<file path="config.mk">
export PLATFORM = sky130hd
export DESIGN_NAME = fifo_to_pkt
export DESIGN_NICKNAME = d
export VERILOG_FILES = /design/src/rtl/fifo_to_pkt.sv
export SDC_FILE = /design/constraint.sdc
export NUM_CORES = 1
export LEC_CHECK = 0
export CORE_UTILIZATION = 49
export DETAILED_ROUTE_END_ITERATION = 8
export PLACE_DENSITY = 0.87
export SETUP_SLACK_MARGIN = 0.4
export SYNTH_ARGS = -nofsm -noshare
export SYNTH_HDL_FRONTEND = slang
export SYNTH_SLANG_ARGS = --single-unit
</file>
<file path="constraint.sdc">
create_clock -name clk -period 7.3 [get_ports clk]
set_input_delay 0.73 -clock clk [delete_from_list [all_inputs] [get_ports clk]]
set_output_delay 0.73 -clock clk [all_outputs]
set_load 0.02 [all_outputs]
</file>
<file path="src/rtl/fifo_to_pkt.sv">
// fifo_to_pkt: pops one 144-bit flow descriptor per frame from a non-FWFT FIFO
// and streams an Ethernet/IPv4/L4 frame as 64-bit beats (byte 0 in the MSBs)
// over a valid/ready handshake. Keeps a wrapping count of completed frames.
module fifo_to_pkt #(
   parameter int          FIFO_DATA_WIDTH = 144,
   parameter int          DATA_WIDTH      = 64,
   parameter logic [47:0] SRC_MAC         = 48'h00_0A_35_00_00_01,
   parameter logic [47:0] DST_MAC         = 48'h00_0A_35_00_00_02,
   parameter int          MIN_LEN         = 60,
   parameter int          MAX_LEN         = 1514,
   parameter int          PKT_CNT_WIDTH   = 32
) (
   input  logic                       clk,
   input  logic                       rst,
   input  logic [FIFO_DATA_WIDTH-1:0] fifo_data,
   input  logic                       fifo_empty,
   output logic                       fifo_rd_en,
   input  logic                       enable,
   input  logic                       sw_rst,
   output logic [DATA_WIDTH-1:0]      tx_data,
   output logic [DATA_WIDTH/8-1:0]    tx_keep,
   output logic                       tx_valid,
   output logic                       tx_last,
   input  logic                       tx_ready,
   output logic [PKT_CNT_WIDTH-1:0]   pkt_count,
   output logic                       busy
);

   localparam logic [2:0] S_IDLE = 3'd0;
   localparam logic [2:0] S_POP  = 3'd1;
   localparam logic [2:0] S_CAP  = 3'd2;
   localparam logic [2:0] S_CALC = 3'd3;
   localparam logic [2:0] S_SEND = 3'd4;

   logic [2:0]   state;
   logic [7:0]   beat_cnt;
   logic [10:0]  len_q;
   logic [31:0]  sip_q;
   logic [31:0]  dip_q;
   logic [15:0]  sport_q;
   logic [15:0]  dport_q;
   logic [7:0]   proto_q;
   logic [15:0]  csum_q;

   logic [15:0]  tot_len;
   logic [15:0]  l4_len;
   logic [15:0]  csum_next;
   logic [15:0]  csum_sel;
   logic [383:0] hdr;
   logic [7:0]   last_beat;
   logic [7:0]   nxt_beat;
   logic         nxt_is_last;
   logic         unused_desc;

   // Low descriptor bits carry nothing for this block.
   assign unused_desc = ^fifo_data[23:0];

   assign busy = (state != S_IDLE);

   function automatic logic [10:0] clamp_len(input logic [15:0] len);
      if (len < 16'(MIN_LEN)) return 11'(MIN_LEN);
      if (len > 16'(MAX_LEN)) return 11'(MAX_LEN);
      return len[10:0];
   endfunction

   // Ones'-complement sum of the ten IPv4 header words with checksum = 0.
   function automatic logic [15:0] ip_csum(input logic [15:0] tot, input logic [15:0] id,
                                           input logic [7:0] proto, input logic [31:0] sip,
                                           input logic [31:0] dip);
      logic [19:0] s;
      s = 20'h04500 + {4'h0, tot} + {4'h0, id} + 20'h04000 + {4'h0, 8'h40, proto}
        + {4'h0, sip[31:16]} + {4'h0, sip[15:0]} + {4'h0, dip[31:16]} + {4'h0, dip[15:0]};
      s = {4'h0, s[15:0]} + {16'h0, s[19:16]};
      s = {4'h0, s[15:0]} + {16'h0, s[19:16]};
      return ~s[15:0];
   endfunction

   // Beats 0..5 carry the 42 header bytes; everything after is zero payload.
   function automatic logic [63:0] beat_word(input logic [383:0] h, input logic [7:0] idx);
      logic [383:0] sh;
      if (idx < 8'd6) begin
         sh = h << {idx[2:0], 6'b0};
         return sh[383:320];
      end
      return 64'h0;
   endfunction

   function automatic logic [7:0] keep_for(input logic is_last, input logic [2:0] rem);
      if (!is_last || rem == 3'd0) return 8'hFF;
      return ~(8'hFF >> rem);
   endfunction

   // Header fields, checksum and beat bookkeeping derived from captured descriptor.
   always_comb begin
      tot_len     = {5'b0, len_q} - 16'd14;
      l4_len      = {5'b0, len_q} - 16'd34;
      csum_next   = ip_csum(tot_len, pkt_count[15:0], proto_q, sip_q, dip_q);
      csum_sel    = (state == S_CALC) ? csum_next : csum_q;
      hdr         = {DST_MAC, SRC_MAC, 16'h0800, 8'h45, 8'h00, tot_len, pkt_count[15:0],
                     16'h4000, 8'h40, proto_q, csum_sel, sip_q, dip_q, sport_q, dport_q,
                     l4_len, 16'h0000, 48'h0};
      last_beat   = 8'(({5'b0, len_q} + 16'd7) >> 3) - 8'd1;
      nxt_beat    = beat_cnt + 8'd1;
      nxt_is_last = (nxt_beat == last_beat);
   end

   // Descriptor capture and checksum register; pure data, no reset needed.
   always_ff @(posedge clk) begin
      if (state == S_CAP) begin
         len_q   <= clamp_len(fifo_data[143:128]);
         sip_q   <= fifo_data[127:96];
         dip_q   <= fifo_data[95:64];
         sport_q <= fifo_data[63:48];
         dport_q <= fifo_data[47:32];
         proto_q <= fifo_data[31:24];
      end
      if (state == S_CALC) csum_q <= csum_next;
   end

   // Frame sequencer: pop, capture, checksum, then stream beats under backpressure.
   always_ff @(posedge clk or posedge rst) begin
      if (rst) begin
         state      <= S_IDLE;
         fifo_rd_en <= 1'b0;
         beat_cnt   <= 8'd0;
         tx_valid   <= 1'b0;
         tx_last    <= 1'b0;
         tx_data    <= '0;
         tx_keep    <= '0;
         pkt_count  <= '0;
      end else if (sw_rst) begin
         state      <= S_IDLE;
         fifo_rd_en <= 1'b0;
         beat_cnt   <= 8'd0;
         tx_valid   <= 1'b0;
         tx_last    <= 1'b0;
         tx_data    <= '0;
         tx_keep    <= '0;
         pkt_count  <= '0;
      end else begin
         fifo_rd_en <= 1'b0;
         case (state)
            S_IDLE: begin
               if (enable && !fifo_empty) begin
                  fifo_rd_en <= 1'b1;
                  state      <= S_POP;
               end
            end
            S_POP: state <= S_CAP;
            S_CAP: begin
               beat_cnt <= 8'd0;
               state    <= S_CALC;
            end
            S_CALC: begin
               tx_valid <= 1'b1;
               tx_data  <= beat_word(hdr, 8'd0);
               tx_last  <= (last_beat == 8'd0);
               tx_keep  <= keep_for(last_beat == 8'd0, len_q[2:0]);
               state    <= S_SEND;
            end
            S_SEND: begin
               if (tx_ready) begin
                  if (tx_last) begin
                     tx_valid  <= 1'b0;
                     tx_last   <= 1'b0;
                     tx_data   <= '0;
                     tx_keep   <= '0;
                     pkt_count <= pkt_count + 1'b1;
                     state     <= S_IDLE;
                  end else begin
                     beat_cnt <= nxt_beat;
                     tx_data  <= beat_word(hdr, nxt_beat);
                     tx_last  <= nxt_is_last;
                     tx_keep  <= keep_for(nxt_is_last, len_q[2:0]);
                  end
               end
            end
            default: state <= S_IDLE;
         endcase
      end
   end

endmodule

</file>
==> summary.md <==
| Metric | Value |
|---|---|
| Die H | around 170 um |
| P&R area growth vs syn | 33.6% |
| Fmax achieved | 129 MHz |
| Min Hold Slack | ~460 ps |
| Seq pwr share | 25.1% |
| Yosys warnings | 0 |
| Synth Register Bits | 249 |
| Worst IR drop on VDD | 0.361 mV |
| Row count | 62 |
| Slew @ Worst Pin | around 1000 ps |
| Sequential fraction of the synthesis area | 46.5% |
| Clock network power share | 22.3% |
| Layout Cells excl Fill | 2157 |
| Switch share | 39.0% |
| CP required | 7780 ps |
| Arrival time at the worst endpoint | 8210 ps |
| Setup-failing EPs final | 20 |
| Total gr overflow | 0 |
| Clk root buf | clkbuf_16 |
| Largest net degree at the start of global routing | 72 |
| Max incr delay on CP | 560 ps |
| Slew Viols, Final | 0 |
| Power Dens Cells | around 330 nW/um2 |
| DRT Wirelength | 45200 um |
| Reg clk slew, reported paths | 60 ps |
| Mapped Cells | 1423 |
| Insertion delay to the later sink of the worst-skew pair | 560 ps |
| Post-Syn Nets | 1685 |
| Worst-case clock buffer depth | 3 |
| Clock Skew | between 20 and 25 ps |
| CTS Buf Count | 27 |
| Hold Crit Class | reg -> reg |
| # IOs | 258 |
| Core Footprint | around 29000 um2 |
| Asr flop ratio synth | a little under half |
| Max-Cap Viols | 0 |
| Post-DP HPWL | 32700 um |
| Tmin final | 7740 ps |
| Cell Area, Synth | 14500 um2 |
| Combinational share of power | 52.6% |
| Antenna Nets Post-Route | 0 |
| Fraction of layout cells with a size suffix above 1 | roughly 15% |
| RSZ-0062 raised after global routing | true |
| Main synth FF type | dfrtp_1 |
| DRT Pass-1 Iters | 6 |
| Antenna violations before repair | 3 |
| Status | finished, violations left |
| Vias per cell | 5.77 |
| Via count | 12441 |
| Pint | 3.93 mW |
| Nets | 2011 |
| Kind of critical path | reg -> reg |
| IO Port Bufs | between 200 and 250 |
| CP Max Fanout | 3 |
| PnR Total Power | 6.44 mW |
| Switching pwr | 2.51 mW |
| Final hold violations | 0 |
| Utilization after layout | 67.0% |
| Filler cells | 2107 |
| CTS Sinks | approximately 250 |
| H-tree depth | 1 |
| GRT Total Usage | 30.1% |
| Post-placement cell count | 2082 |
| CTS tree | done |
| GPL Wtd Cong | 0.943 |
| Vias in the first global route | 12583 |
| Die W | 174 um |
| Number of flops mapped to enable cells by yosys | between 100 and 150 |
| P_leak | 7.83 nW |
| Drt drc | 0 |
| Commonest non-fill, non-tap cell in the layout | clkdlybuf4s50_1 |
| Mean Syn Cell Area | ~10 um2 |
| Slowest CP cell | fa_1 |
| Final worst slack | -438 ps |
| Slew headroom | 31.1% |
| Initial Utilization | 50.1% |
| WL per Instance | 20.9 um |
| Period utilization | 106% |
| Commonest cells after routing, fill and taps aside | clkdlybuf4s50_1 (232), inv_1 (165), nand2_1 (137) |
| First-pass GRT wire length | 70200 um |
| Crit path capture type | flop |
| Initial DRC Count | 1280 |
| Synth cell types | 80 |
| Die area | 30200 um2 |
| Failing checks | setup timing |
| Startpoint Class | flop |
state kept, by name, indices dropped and copies added, names as in the netlist, 3 cells and up:
signal / flops
sport_q: 16
sip_q: 32
tx_keep: 8
beat_cnt: 8
state: 3
tx_data: 64
len_q: 11
proto_q: 8
csum_q: 16
dport_q: 16
dip_q: 32
pkt_count: 32
per-layer routing:
| layer | vias to the layer above | GRT usage (%) | part of all wire (%) |
|---|---|---|---|
| met5 | - | 0 | 0 |
| met4 | 0 | 13.2 | 4.6 |
| met3 | 131 | 5.75 | 8.9 |
| met2 | 679 | 49.4 | 47 |
| met1 | 6079 | 38.9 | 39 |
| li1 | 5552 | - | - |
cells by family (layout without fill, tap and decap cells):
kind of cell / after synthesis / in the layout / share of synthesized area (%)
compound gates: 342 / 342 / 14.8
flops: 249 / 249 / 46.5
buf+inv: 230 / 577 / 6.06
mux: 4 / 4 / 0.285
fa+ha+maj: 113 / 113 / 13.4
other cells: 0 / 3 / 0
simple gates: 386 / 386 / 12.8
xor+xnor: 99 / 99 / 6.09
per-stage QoR:
| step | TNS (ps) | setup WS (ps) | cell area [um2] |
|---|---|---|---|
| global route | -12480 | -772 | 19300 |
| floorplan | -1720 | -288 | 14600 |
| detailed placement | -4500 | -470 | 18000 |
| CTS | -2090 | -272 | 19200 |
| global placement | -1060 | -214 | 18000 |
| finish | -4760 | -438 | 19300 |
cells in the mapped netlist (41+ instances only):
library cell    n  share of area, %
nand2_1       140               3.6
xnor2_1        66               4.0
clkbuf_1       47               1.2
inv_1         170               4.4
dfrtp_1       118                20
a21oi_1        61               2.1
fa_1           71               9.8
ha_1           41               3.5
edfxtp_1      115                24
a22oi_1        41               2.1
o21ai_0       131               4.5
nor2_1         91               2.4
what timing repair did:
item / CTS / global route
endpoints found under the setup margin: 27 / 28
hold buffers: 0 / 0
pin swaps: 31 / 15
buffers inserted: 19 / 3
cloned: 0 / 0
endpoints found under the hold margin: 0 / 0
resized for setup: 31 / 22
worst max-delay path: cells and delay by family, from the launching register on:
family | cells | cell delay [ps]
AOI/OAI and AO/OA | 10 | 1540
adders and majority gates | 10 | 3190
buffers and inverters | 4 | 310
DFF | 1 | 400
and+or+nand+nor | 13 | 1900
xor gates and xnor gates | 2 | 320
worst paths after layout:
| check | start | endpoint | slack, ps | depth (start not counted) |
|---|---|---|---|---|
| worst min-delay path | csum_q[4] | csum_q[4] | 460 | 2 |
| min in group asynchronous | rst | tx_data[13] | 600 | 2 |
| max in group asynchronous | rst | pkt_count[4] | 5220 | 3 |
| worst min register to register | csum_q[4] | csum_q[4] | 460 | 2 |
| worst max register to register | len_q[1] | csum_q[14] | -440 | 39 |
| worst max-delay path | len_q[1] | csum_q[14] | -440 | 39 |
power groups by stage:
stage / combinational [mW] / clock, mW / sequential (mW)
finish: 3.39 / 1.44 / 1.62
global route: 3.67 / 1.50 / 1.63
CTS: 3.15 / 1.45 / 1.62
detailed placement: 2.95 / 0 / 1.64
global placement: 2.87 / 0 / 1.64
floorplan: 1.97 / 0 / 1.65
layout make-up:
class | instances | area (um2) | area share [%]
well taps | 384 | 480 | 2.49
clock buffers | 41 | 798 | 4.13
clock inverters | 9 | 139 | 0.719
repair buffers | 357 | 3260 | 16.9
diodes | 3 | 7.51 | 0.0388
flip-flops and latches | 249 | 6730 | 34.8
inverters | 170 | 641 | 3.31
multi-input cells | 944 | 7270 | 37.6
Note: power is estimated with default switching activity, not from simulation.
